--- src/rtl/sys_bus_matrix.sv ---
// rtl/sys_bus_matrix.sv - two-master (instruction/data) to N-slave bus matrix
// Address-decoded slaves, per-slave round-robin arbitration, wait timeout.
module sys_bus_matrix #(
  parameter int                         NUM_SLAVES = 4,
  parameter logic [NUM_SLAVES*32-1:0]   SLV_BASE   = {32'h3000_0000, 32'h2000_0000,
                                                      32'h1000_0000, 32'h0000_0000},
  parameter logic [NUM_SLAVES*32-1:0]   SLV_MASK   = {4{32'hF000_0000}},
  parameter int                         TIMEOUT    = 255
) (
  input  logic                      clk,
  input  logic                      rst,
  input  logic                      i_req,
  input  logic [31:0]               i_addr,
  output logic [31:0]               i_rdata,
  output logic                      i_ready,
  output logic                      i_err,
  input  logic                      d_req,
  input  logic                      d_we,
  input  logic [31:0]               d_addr,
  input  logic [31:0]               d_wdata,
  input  logic [1:0]                d_size,
  output logic [31:0]               d_rdata,
  output logic                      d_ready,
  output logic                      d_err,
  output logic [NUM_SLAVES-1:0]     s_req,
  output logic [NUM_SLAVES-1:0]     s_we,
  output logic [NUM_SLAVES*32-1:0]  s_addr,
  output logic [NUM_SLAVES*32-1:0]  s_wdata,
  output logic [NUM_SLAVES*2-1:0]   s_size,
  input  logic [NUM_SLAVES*32-1:0]  s_rdata,
  input  logic [NUM_SLAVES-1:0]     s_ready,
  output logic                      busy
);

  localparam int         SW      = (NUM_SLAVES > 1) ? $clog2(NUM_SLAVES) : 1;
  localparam logic [7:0] TO_LAST = 8'(TIMEOUT - 1);

  typedef enum logic [1:0] {IDLE, ARB, WAIT, RESP} state_t;

  // Returns {hit, index}; descending scan so the lowest matching slave wins.
  function automatic logic [SW:0] f_decode(input logic [31:0] a);
    logic [SW:0] res;
    res = '0;
    for (int k = NUM_SLAVES - 1; k >= 0; k--) begin
      if ((a & SLV_MASK[k*32 +: 32]) == SLV_BASE[k*32 +: 32]) res = {1'b1, SW'(k)};
    end
    return res;
  endfunction

  state_t          r_i_state, r_d_state;
  logic [31:0]     r_i_addr, r_d_addr, r_d_wdata;
  logic [1:0]      r_d_size;
  logic            r_d_we;
  logic [SW-1:0]   r_i_sel, r_d_sel;
  logic            r_i_hit, r_d_hit;
  logic [7:0]      r_i_cnt, r_d_cnt;
  logic [NUM_SLAVES-1:0] r_last_d;

  logic [SW:0]     w_i_dec, w_d_dec;
  logic [31:0]     w_s_rdata [NUM_SLAVES];
  logic            w_i_owns, w_d_owns, w_i_arb, w_d_arb, w_same, w_tie;
  logic            w_i_grant, w_d_grant;
  logic            w_i_rdy, w_d_rdy, w_i_tmo, w_d_tmo, w_i_done, w_d_done;

  for (genvar g = 0; g < NUM_SLAVES; g++) begin : g_rdata
    assign w_s_rdata[g] = s_rdata[g*32 +: 32];
  end

  assign w_i_dec  = f_decode(i_addr);
  assign w_d_dec  = f_decode(d_addr);
  assign w_i_owns = r_i_hit && (r_i_state == WAIT || r_i_state == RESP);
  assign w_d_owns = r_d_hit && (r_d_state == WAIT || r_d_state == RESP);
  assign w_i_arb  = (r_i_state == ARB);
  assign w_d_arb  = (r_d_state == ARB);
  assign w_same   = (r_i_sel == r_d_sel);
  assign w_tie    = w_i_arb && w_d_arb && w_same;

  // r_last_d[k]=1 means data won the last tie on slave k, so inst wins the next.
  assign w_d_grant = w_d_arb && !(w_i_owns && w_same) && !(w_tie && r_last_d[r_d_sel]);
  assign w_i_grant = w_i_arb && !(w_d_owns && w_same) && !(w_tie && !r_last_d[r_i_sel]);

  assign w_i_rdy  = s_ready[r_i_sel];
  assign w_d_rdy  = s_ready[r_d_sel];
  assign w_i_tmo  = (r_i_cnt == TO_LAST);
  assign w_d_tmo  = (r_d_cnt == TO_LAST);
  assign w_i_done = (r_i_state == WAIT) && (w_i_rdy || w_i_tmo);
  assign w_d_done = (r_d_state == WAIT) && (w_d_rdy || w_d_tmo);

  assign busy = (r_i_state != IDLE) || (r_d_state != IDLE);

  always_ff @(posedge clk or posedge rst) begin
    if (rst) begin
      r_i_state <= IDLE;
      r_i_addr  <= '0;
      r_i_sel   <= '0;
      r_i_hit   <= 1'b0;
      r_i_cnt   <= '0;
      i_rdata   <= '0;
      i_ready   <= 1'b0;
      i_err     <= 1'b0;
    end else begin
      case (r_i_state)
        IDLE: begin
          if (i_req) begin
            r_i_addr <= i_addr;
            r_i_sel  <= w_i_dec[SW-1:0];
            r_i_hit  <= w_i_dec[SW];
            if (w_i_dec[SW]) begin
              r_i_state <= ARB;
            end else begin
              r_i_state <= RESP;
              i_ready   <= 1'b1;
              i_err     <= 1'b1;
              i_rdata   <= '0;
            end
          end
        end
        ARB: begin
          if (w_i_grant) begin
            r_i_state <= WAIT;
            r_i_cnt   <= '0;
          end
        end
        WAIT: begin
          if (w_i_rdy) begin
            r_i_state <= RESP;
            i_ready   <= 1'b1;
            i_err     <= 1'b0;
            i_rdata   <= w_s_rdata[r_i_sel];
          end else if (w_i_tmo) begin
            r_i_state <= RESP;
            i_ready   <= 1'b1;
            i_err     <= 1'b1;
            i_rdata   <= '0;
          end else begin
            r_i_cnt <= r_i_cnt + 8'd1;
          end
        end
        default: begin
          r_i_state <= IDLE;
          i_ready   <= 1'b0;
          i_err     <= 1'b0;
          i_rdata   <= '0;
        end
      endcase
    end
  end

  always_ff @(posedge clk or posedge rst) begin
    if (rst) begin
      r_d_state <= IDLE;
      r_d_addr  <= '0;
      r_d_wdata <= '0;
      r_d_size  <= '0;
      r_d_we    <= 1'b0;
      r_d_sel   <= '0;
      r_d_hit   <= 1'b0;
      r_d_cnt   <= '0;
      d_rdata   <= '0;
      d_ready   <= 1'b0;
      d_err     <= 1'b0;
    end else begin
      case (r_d_state)
        IDLE: begin
          if (d_req) begin
            r_d_addr  <= d_addr;
            r_d_wdata <= d_wdata;
            r_d_size  <= d_size;
            r_d_we    <= d_we;
            r_d_sel   <= w_d_dec[SW-1:0];
            r_d_hit   <= w_d_dec[SW];
            if (w_d_dec[SW]) begin
              r_d_state <= ARB;
            end else begin
              r_d_state <= RESP;
              d_ready   <= 1'b1;
              d_err     <= 1'b1;
              d_rdata   <= '0;
            end
          end
        end
        ARB: begin
          if (w_d_grant) begin
            r_d_state <= WAIT;
            r_d_cnt   <= '0;
          end
        end
        WAIT: begin
          if (w_d_rdy) begin
            r_d_state <= RESP;
            d_ready   <= 1'b1;
            d_err     <= 1'b0;
            d_rdata   <= r_d_we ? 32'd0 : w_s_rdata[r_d_sel];
          end else if (w_d_tmo) begin
            r_d_state <= RESP;
            d_ready   <= 1'b1;
            d_err     <= 1'b1;
            d_rdata   <= '0;
          end else begin
            r_d_cnt <= r_d_cnt + 8'd1;
          end
        end
        default: begin
          r_d_state <= IDLE;
          d_ready   <= 1'b0;
          d_err     <= 1'b0;
          d_rdata   <= '0;
        end
      endcase
    end
  end

  // Slave-side registers: loaded on grant, cleared when the owner leaves WAIT.
  always_ff @(posedge clk or posedge rst) begin
    if (rst) begin
      s_req    <= '0;
      s_we     <= '0;
      s_addr   <= '0;
      s_wdata  <= '0;
      s_size   <= '0;
      r_last_d <= '0;
    end else begin
      if (w_tie) r_last_d[r_d_sel] <= w_d_grant;
      for (int k = 0; k < NUM_SLAVES; k++) begin
        if (w_i_grant && r_i_sel == SW'(k)) begin
          s_req[k]            <= 1'b1;
          s_we[k]             <= 1'b0;
          s_addr[k*32 +: 32]  <= r_i_addr;
          s_wdata[k*32 +: 32] <= '0;
          s_size[k*2 +: 2]    <= 2'b10;
        end else if (w_d_grant && r_d_sel == SW'(k)) begin
          s_req[k]            <= 1'b1;
          s_we[k]             <= r_d_we;
          s_addr[k*32 +: 32]  <= r_d_addr;
          s_wdata[k*32 +: 32] <= r_d_wdata;
          s_size[k*2 +: 2]    <= r_d_size;
        end else if ((w_i_done && r_i_sel == SW'(k)) || (w_d_done && r_d_sel == SW'(k))) begin
          s_req[k]            <= 1'b0;
          s_we[k]             <= 1'b0;
          s_addr[k*32 +: 32]  <= '0;
          s_wdata[k*32 +: 32] <= '0;
          s_size[k*2 +: 2]    <= '0;
        end
      end
    end
  end

endmodule
--- config.mk ---
export PLATFORM = sky130hd
export DESIGN_NAME = sys_bus_matrix
export DESIGN_NICKNAME = d
export VERILOG_FILES = /design/src/rtl/sys_bus_matrix.sv
export SDC_FILE = /design/constraint.sdc
export NUM_CORES = 1
export LEC_CHECK = 0
export ABC_AREA = 1
export BUFFER_PORTS_ARGS = -buffer_cell sky130_fd_sc_hd__buf_4
export CAP_MARGIN = 20
export CORE_AREA = 2 2 163 325
export DETAILED_ROUTE_END_ITERATION = 8
export DIE_AREA = 0 0 165 327
export PLACE_DENSITY = 0.75
export SLEW_MARGIN = 20
export SYNTH_ARGS = -nofsm -noshare
export SYNTH_HDL_FRONTEND = slang
export SYNTH_SLANG_ARGS = --single-unit
--- constraint.sdc ---
create_clock -name clk -period 14.3 [get_ports clk]
set_input_delay 2.145 -clock clk [delete_from_list [all_inputs] [get_ports clk]]
set_output_delay 2.145 -clock clk [all_outputs]
set_load 0.05 [all_outputs]
Yosys cells after proc, flatten, opt, wreduce, memory -nomap -nowiden
Cells that the tools add are included.
- output and inout port bits: 341
- input bits: 235
- word-level logic and storage cells: 273
- bits in registers: 469
- muxes and demuxes: 122
- magnitude comparators: 5
- equal/unequal tests: 33
- reductions and logical operators: 67
- bitwise operators: 4
- $add $sub $neg: 2
- operator list (kind ; count):
    $mux 32 ; 33
    $pmux 32 s3 ; 2
    $bmux 32 s2 ; 2
    $logic_not 32->1 ; 2
    $mux 8 ; 6
    $mux 2 ; 22
    $mux 1 ; 35
    $pmux 8 s2 ; 2
    $logic_and 1x1->1 ; 31
    $mux 3 ; 8
    $add 8x1->8 const B ; 2
    $eq 2x2->1 const B ; 8
    $eq 4x2->1 const B ; 4
    $eq 8x8->1 const B ; 2
    $ne 2x2->1 const B ; 8
    $reduce_and 4->1 ; 4
    $pmux 1 s3 ; 4
    $pmux 2 s3 ; 2
    $reduce_bool 3->1 ; 4
    $logic_or 1x1->1 ; 9
    $bmux 1 s2 ; 4
    $eq 2x1->1 const B ; 4
    $eq 4x1->1 const B ; 2
    $logic_not 2->1 ; 4
    other kinds (14) ; 29

Depth between registers and ports, before layout
- word-level depth: 10
- mapped depth: 14
- depth with buffers taken out: 12

Least setup slack after synthesis
OpenSTA, ideal clock, no wires.
- kind: input port to flip-flop
- start: input port s_ready[2]
- end: register d_rdata[10]
- required time: 14.168 ns
- stages: 8
- library setup time: 0.132 ns
- path slack: 11.022 ns
- path buffers: 1
- data arrival time: 3.146 ns
- cells stage by stage: nand2_1 > nand2_1 > nand2_1 > and2_1 > nand3_1 > nand2_1 > clkbuf_1 > o21ai_1
- longest elaborated chain between the ends: 4
- elaborated cells between the ends (all ways): 6
- those cells by class: eq/ne: 1; mux: 4; reduce/logical: 1
- RTL lines (element ; RTL line ; RTL):
    start, declared ; 31 ; input logic [NUM_SLAVES-1:0] s_ready,
    $bmux 1 s2 (*) ; 83 ; assign w_d_rdy = s_ready[r_d_sel];
    $mux 1 (not written as such) (*) ; 83 ;
    $ne 3x3->1 (no source line) or $mux 32 (tied branches) ; n/a ;
    $reduce_and 4->1 (no source line) or $pmux 32 s3 (tied branches) ; n/a ;
    end signal, assigned ; 193 ; d_rdata <= r_d_we ? 32'd0 : w_s_rdata[r_d_sel];
    end, declared ; 22 ; output logic [31:0] d_rdata,
Every way passes the cells marked *; elsewhere a longest branch is shown, timed or not. The select of a mux whose other input is x is not followed.
A chain may end at the register's enable or synchronous reset.

==> impl_summary.log <==
INFO  metric status = finished, final reports clean
INFO  metric critical_path_required = 14,880 ps
INFO  metric setup-tns-final = 0 ps
INFO  metric wire_length_of_the_first_global_routing_pass = 132,400 um
INFO  metric reg2reg_to = s_wdata[82]$_DFFE_PP0P_
INFO  metric boundaryPins = ~580
INFO  metric multi_input_comb_area = roughly 9400 um2
INFO  metric cap_violations = 0
INFO  metric clock_tree.root_cell = sky130_fd_sc_hd__clkbuf_16
INFO  metric vdd.ir_drop.worst = 202.0 uV
INFO  metric timing_worst_setup_path_type = in -> async
INFO  metric clkTransAtPathRegs = approximately 70 ps
INFO  metric row_count = approximately 120
INFO  metric cts_max_level = 2
INFO  metric fraction_of_layout_instances_using_a_drive_strength_above_1 = between 20% and 30%
INFO  metric cts_tree = yes
INFO  metric timing.final.hold_violations = 0
INFO  metric grt_max_degree = roughly 150
INFO  metric start_util = between 40 and 50%
INFO  metric finalClockSkew = approximately 37 ps
INFO  metric drc = 0
INFO  metric final.hold.worst_slack = slightly below 500 ps
INFO  metric report.final.setup_viol = 0
INFO  metric fp.dieW = roughly 170 um
INFO  metric power.static_leakage = roughly 15 nW
INFO  metric num-nets-final = 3,483
INFO  metric cts_setup_buffers = 0
INFO  metric final_min_period_over_clock_period = between 30% and 40%
INFO  metric syn-instance-count = around 2.8k
INFO  metric timing.reg2reg.worst_path_depth = 11
INFO  metric netlist-cell-type-count = 42
INFO  metric post_cts_resized = 0
INFO  metric route.antenna.remaining_nets = 0
INFO  metric rsz_0062_raised_after_global_routing = false
INFO  metric drt_first_iter_violations = between 2k and 2.5k
INFO  metric min_delay_path_depth = 2
INFO  metric vias_per_cell = just under 6
INFO  metric grt.total_usage = between 30% and 40%
INFO  metric path_max_fanout = about 150
INFO  metric r2r-start = r_d_state[0]$_DFFE_PP0P_
INFO  metric drt_wl_total = between 80,000 and 90,000 um
INFO  metric synthesized_flop_and_latch_total = between 400 and 500
INFO  metric worstSetupStartpoint = rst
INFO  metric grt_pass1_vias = about 22k
INFO  metric total_power_density_per_cell_area = 271.2 nW/um2
INFO  metric hold_start = i_rdata[4]$_DFFE_PP0P_
INFO  metric period_minus_slack = 4857 ps
INFO  metric die_y = 327 um
INFO  metric cp_data_arrival_time = between 5000 and 6000 ps
INFO  metric final-seq-area = around 12,000 um2
INFO  metric initial_antenna_violation_count = 5
INFO  metric global_route.overflow_total = 0
INFO  metric wl_per_cell = around 23 um
INFO  metric numCtsBuffers = 43
INFO  metric worst_skew_pair.late_latency = approximately 600 ps
INFO  metric areaGrowthSynthToFinish = 25.24%
INFO  metric endpoint_worst_hold = i_rdata[4]$_DFFE_PP0P_
INFO  metric synthesis.nets = between 3k and 4k
INFO  metric synth-warning-count = 0
INFO  metric post_synth.cell_area_avg = 8.180 um2
INFO  metric worstHoldPathType = reg -> reg
INFO  metric cts-hold-fix-buffers = 0
INFO  metric fillerInstances = around 4.8k
INFO  metric crit_path_end_kind = asynchronous set/reset pin
INFO  metric hpwl = a little under 60,000 um
INFO  metric placeableCoreArea = 51,530 um2
INFO  metric slew_headroom = a little under a quarter
INFO  metric clk_buf_depth = 3
INFO  metric drt_pass1_iterations = 6
INFO  metric yosysSeqAreaShare = about half
INFO  metric place.gp.congestion = 0.9370
INFO  metric final_slew_viol_count = 0
INFO  metric total_power = 7.793 mW
INFO  metric die-area = around 54,000 um2
INFO  metric timing.fmax = between 0.2 and 0.25 GHz
INFO  metric rrSetupSlack = about 10000 ps
INFO  metric crit_path_start_kind = primary input
INFO  metric cts.sink_count = between 400 and 500
INFO  metric worst_pin_slew = roughly 1200 ps
INFO  metric synthesis.area = between 20,000 and 25,000 um2
INFO  metric port-buffer-count = 575
INFO  metric dr_total_vias = 22.84k
[sequential cells by signal, summed over array words and instances (netlist names), 8 cells and up]
| name | flops |
|---|---|
| s_addr | 128 |
| s_wdata | 128 |
| d_rdata | 32 |
| i_rdata | 32 |
| r_d_addr | 32 |
| r_d_wdata | 32 |
| r_i_addr | 32 |
| r_d_cnt | 8 |
| r_i_cnt | 8 |
| s_size | 8 |
[stage by stage]
stage / setup WS (ps) / area [um2] / instances / utilization (%)
after floorplan: 5804 / 22950 / 2805 / -
final: 9443 / 28740 / 3926 / 55.77
after CTS: 9364 / 28730 / 3925 / 55.76
after global placement: 8750 / 27300 / 3851 / 52.99
after detailed placement: 8741 / 27300 / 3851 / 52.99
after global routing: 8960 / 28740 / 3926 / 55.77
[cells in the final DEF (no fill, tap or decap), types with 32 or more instances in the layout]
cell / n
sky130_fd_sc_hd__nand2_1: 1006
sky130_fd_sc_hd__buf_4: 604
sky130_fd_sc_hd__dfrtp_1: 469
sky130_fd_sc_hd__nand4_1: 400
sky130_fd_sc_hd__inv_1: 152
sky130_fd_sc_hd__o21ai_1: 149
sky130_fd_sc_hd__a22oi_1: 74
sky130_fd_sc_hd__nand3_1: 59
sky130_fd_sc_hd__o21ai_0: 55
sky130_fd_sc_hd__clkinv_1: 46
sky130_fd_sc_hd__clkbuf_16: 44
sky130_fd_sc_hd__nor2_1: 32
[area by class of cell]
type,count,area share [%]
Tap cell,660,2.874
Sequential cell,469,40.84
Antenna cell,1,0.008708
Inverter,214,2.835
Clock buffer,57,4.315
Multi-Input combinational cell,1903,32.62
Timing Repair Buffer,605,15.85
Clock inverter,17,0.6618
[power breakdown]
group	total (mW)	leakage, nW	internal (mW)	switching, mW
logic	4.20	7.92	1.09	3.11
registers	2.39	6.05	1.88	0.509
clock network	1.20	0.702	0.666	0.534
total	7.79	14.7	3.63	4.16
[cells in the mapped netlist]
| cell | number | area, um2 |
|---|---|---|
| sky130_fd_sc_hd__buf_1 | 17 | 63.81 |
| sky130_fd_sc_hd__nor3_1 | 3 | 15.01 |
| sky130_fd_sc_hd__inv_4 | 1 | 6.260 |
| sky130_fd_sc_hd__nand2_2 | 4 | 25.02 |
| sky130_fd_sc_hd__o21ai_1 | 149 | 745.7 |
| sky130_fd_sc_hd__buf_4 | 19 | 142.6 |
| sky130_fd_sc_hd__nand3b_1 | 2 | 15.01 |
| sky130_fd_sc_hd__xnor2_1 | 2 | 17.52 |
| sky130_fd_sc_hd__xor2_1 | 4 | 35.03 |
| sky130_fd_sc_hd__inv_2 | 11 | 41.29 |
| sky130_fd_sc_hd__o221ai_1 | 4 | 35.03 |
| sky130_fd_sc_hd__o22ai_1 | 4 | 25.02 |
| sky130_fd_sc_hd__nor2_1 | 34 | 127.6 |
| sky130_fd_sc_hd__and2_1 | 1 | 6.260 |
| sky130_fd_sc_hd__nor2_8 | 4 | 80.08 |
| sky130_fd_sc_hd__nor3b_1 | 1 | 7.510 |
| sky130_fd_sc_hd__inv_1 | 154 | 578.1 |
| sky130_fd_sc_hd__clkbuf_1 | 59 | 221.5 |
| sky130_fd_sc_hd__or2_2 | 6 | 37.54 |
| sky130_fd_sc_hd__a21boi_1 | 4 | 30.03 |
| sky130_fd_sc_hd__dfrtp_1 | 469 | 11740 |
| sky130_fd_sc_hd__a22oi_1 | 74 | 555.5 |
| sky130_fd_sc_hd__nor3_2 | 1 | 10.01 |
| sky130_fd_sc_hd__o21ai_0 | 55 | 275.3 |
| sky130_fd_sc_hd__ha_1 | 12 | 150.1 |
| sky130_fd_sc_hd__nand2_4 | 2 | 22.52 |
| sky130_fd_sc_hd__clkinv_1 | 47 | 176.4 |
| sky130_fd_sc_hd__clkinv_2 | 1 | 5.000 |
| sky130_fd_sc_hd__nor2_2 | 2 | 12.51 |
| sky130_fd_sc_hd__nand2_1 | 1008 | 3784 |
| sky130_fd_sc_hd__nand3_2 | 6 | 60.06 |
| sky130_fd_sc_hd__a31oi_1 | 21 | 131.4 |
| sky130_fd_sc_hd__nor2_4 | 1 | 11.26 |
| sky130_fd_sc_hd__buf_2 | 117 | 585.6 |
| sky130_fd_sc_hd__o21ai_2 | 1 | 8.760 |
| sky130_fd_sc_hd__a21oi_1 | 24 | 120.1 |
| sky130_fd_sc_hd__buf_6 | 7 | 78.83 |
| sky130_fd_sc_hd__nand3_4 | 3 | 52.55 |
| sky130_fd_sc_hd__nand4_1 | 400 | 2502 |
| sky130_fd_sc_hd__o211ai_1 | 10 | 75.07 |
| sky130_fd_sc_hd__nand3_1 | 59 | 295.3 |
| sky130_fd_sc_hd__nand2_8 | 2 | 40.04 |
[worst max path at each step]
stage,to,slack (ps),depth (start not counted)
2_1_floorplan,d_err$_DFFE_PP0P_,5800,1
3_3_place_gp,s_wdata[104]$_DFFE_PP0P_,8750,5
3_5_place_dp,s_wdata[65]$_DFFE_PP0P_,8740,5
4_1_cts,s_req[3]$_DFFE_PP0P_,9360,5
5_1_grt,s_req[3]$_DFFE_PP0P_,8960,5
6_report,s_wdata[104]$_DFFE_PP0P_,9440,5
[critical path: stages]
cell                         delay, ps
sky130_fd_sc_hd__buf_4             120
sky130_fd_sc_hd__clkinvlp_4        540
sky130_fd_sc_hd__buf_4             810
sky130_fd_sc_hd__buf_12            700
sky130_fd_sc_hd__buf_4             870
[logic make-up after synthesis]
family	Yosys count	share of synthesized area, %
buf+inv	433	8.278
simple gates	1539	30.96
flops	469	51.15
xor+xnor	6	0.2290
fa+ha+maj	12	0.6544
compound gates	346	8.725
[per-layer routing]
metal	GRT usage [%]	up-vias	share of wire, %	routed length (um)
li1	-	10320	-	-
met1	37.05	10880	35	31050
met2	53.98	1324	49	43280
met3	6.318	305	8.5	7551
met4	21.93	8	7.9	7009
met5	0	-	0.063	56
Power figures use the tool's default switching activity.
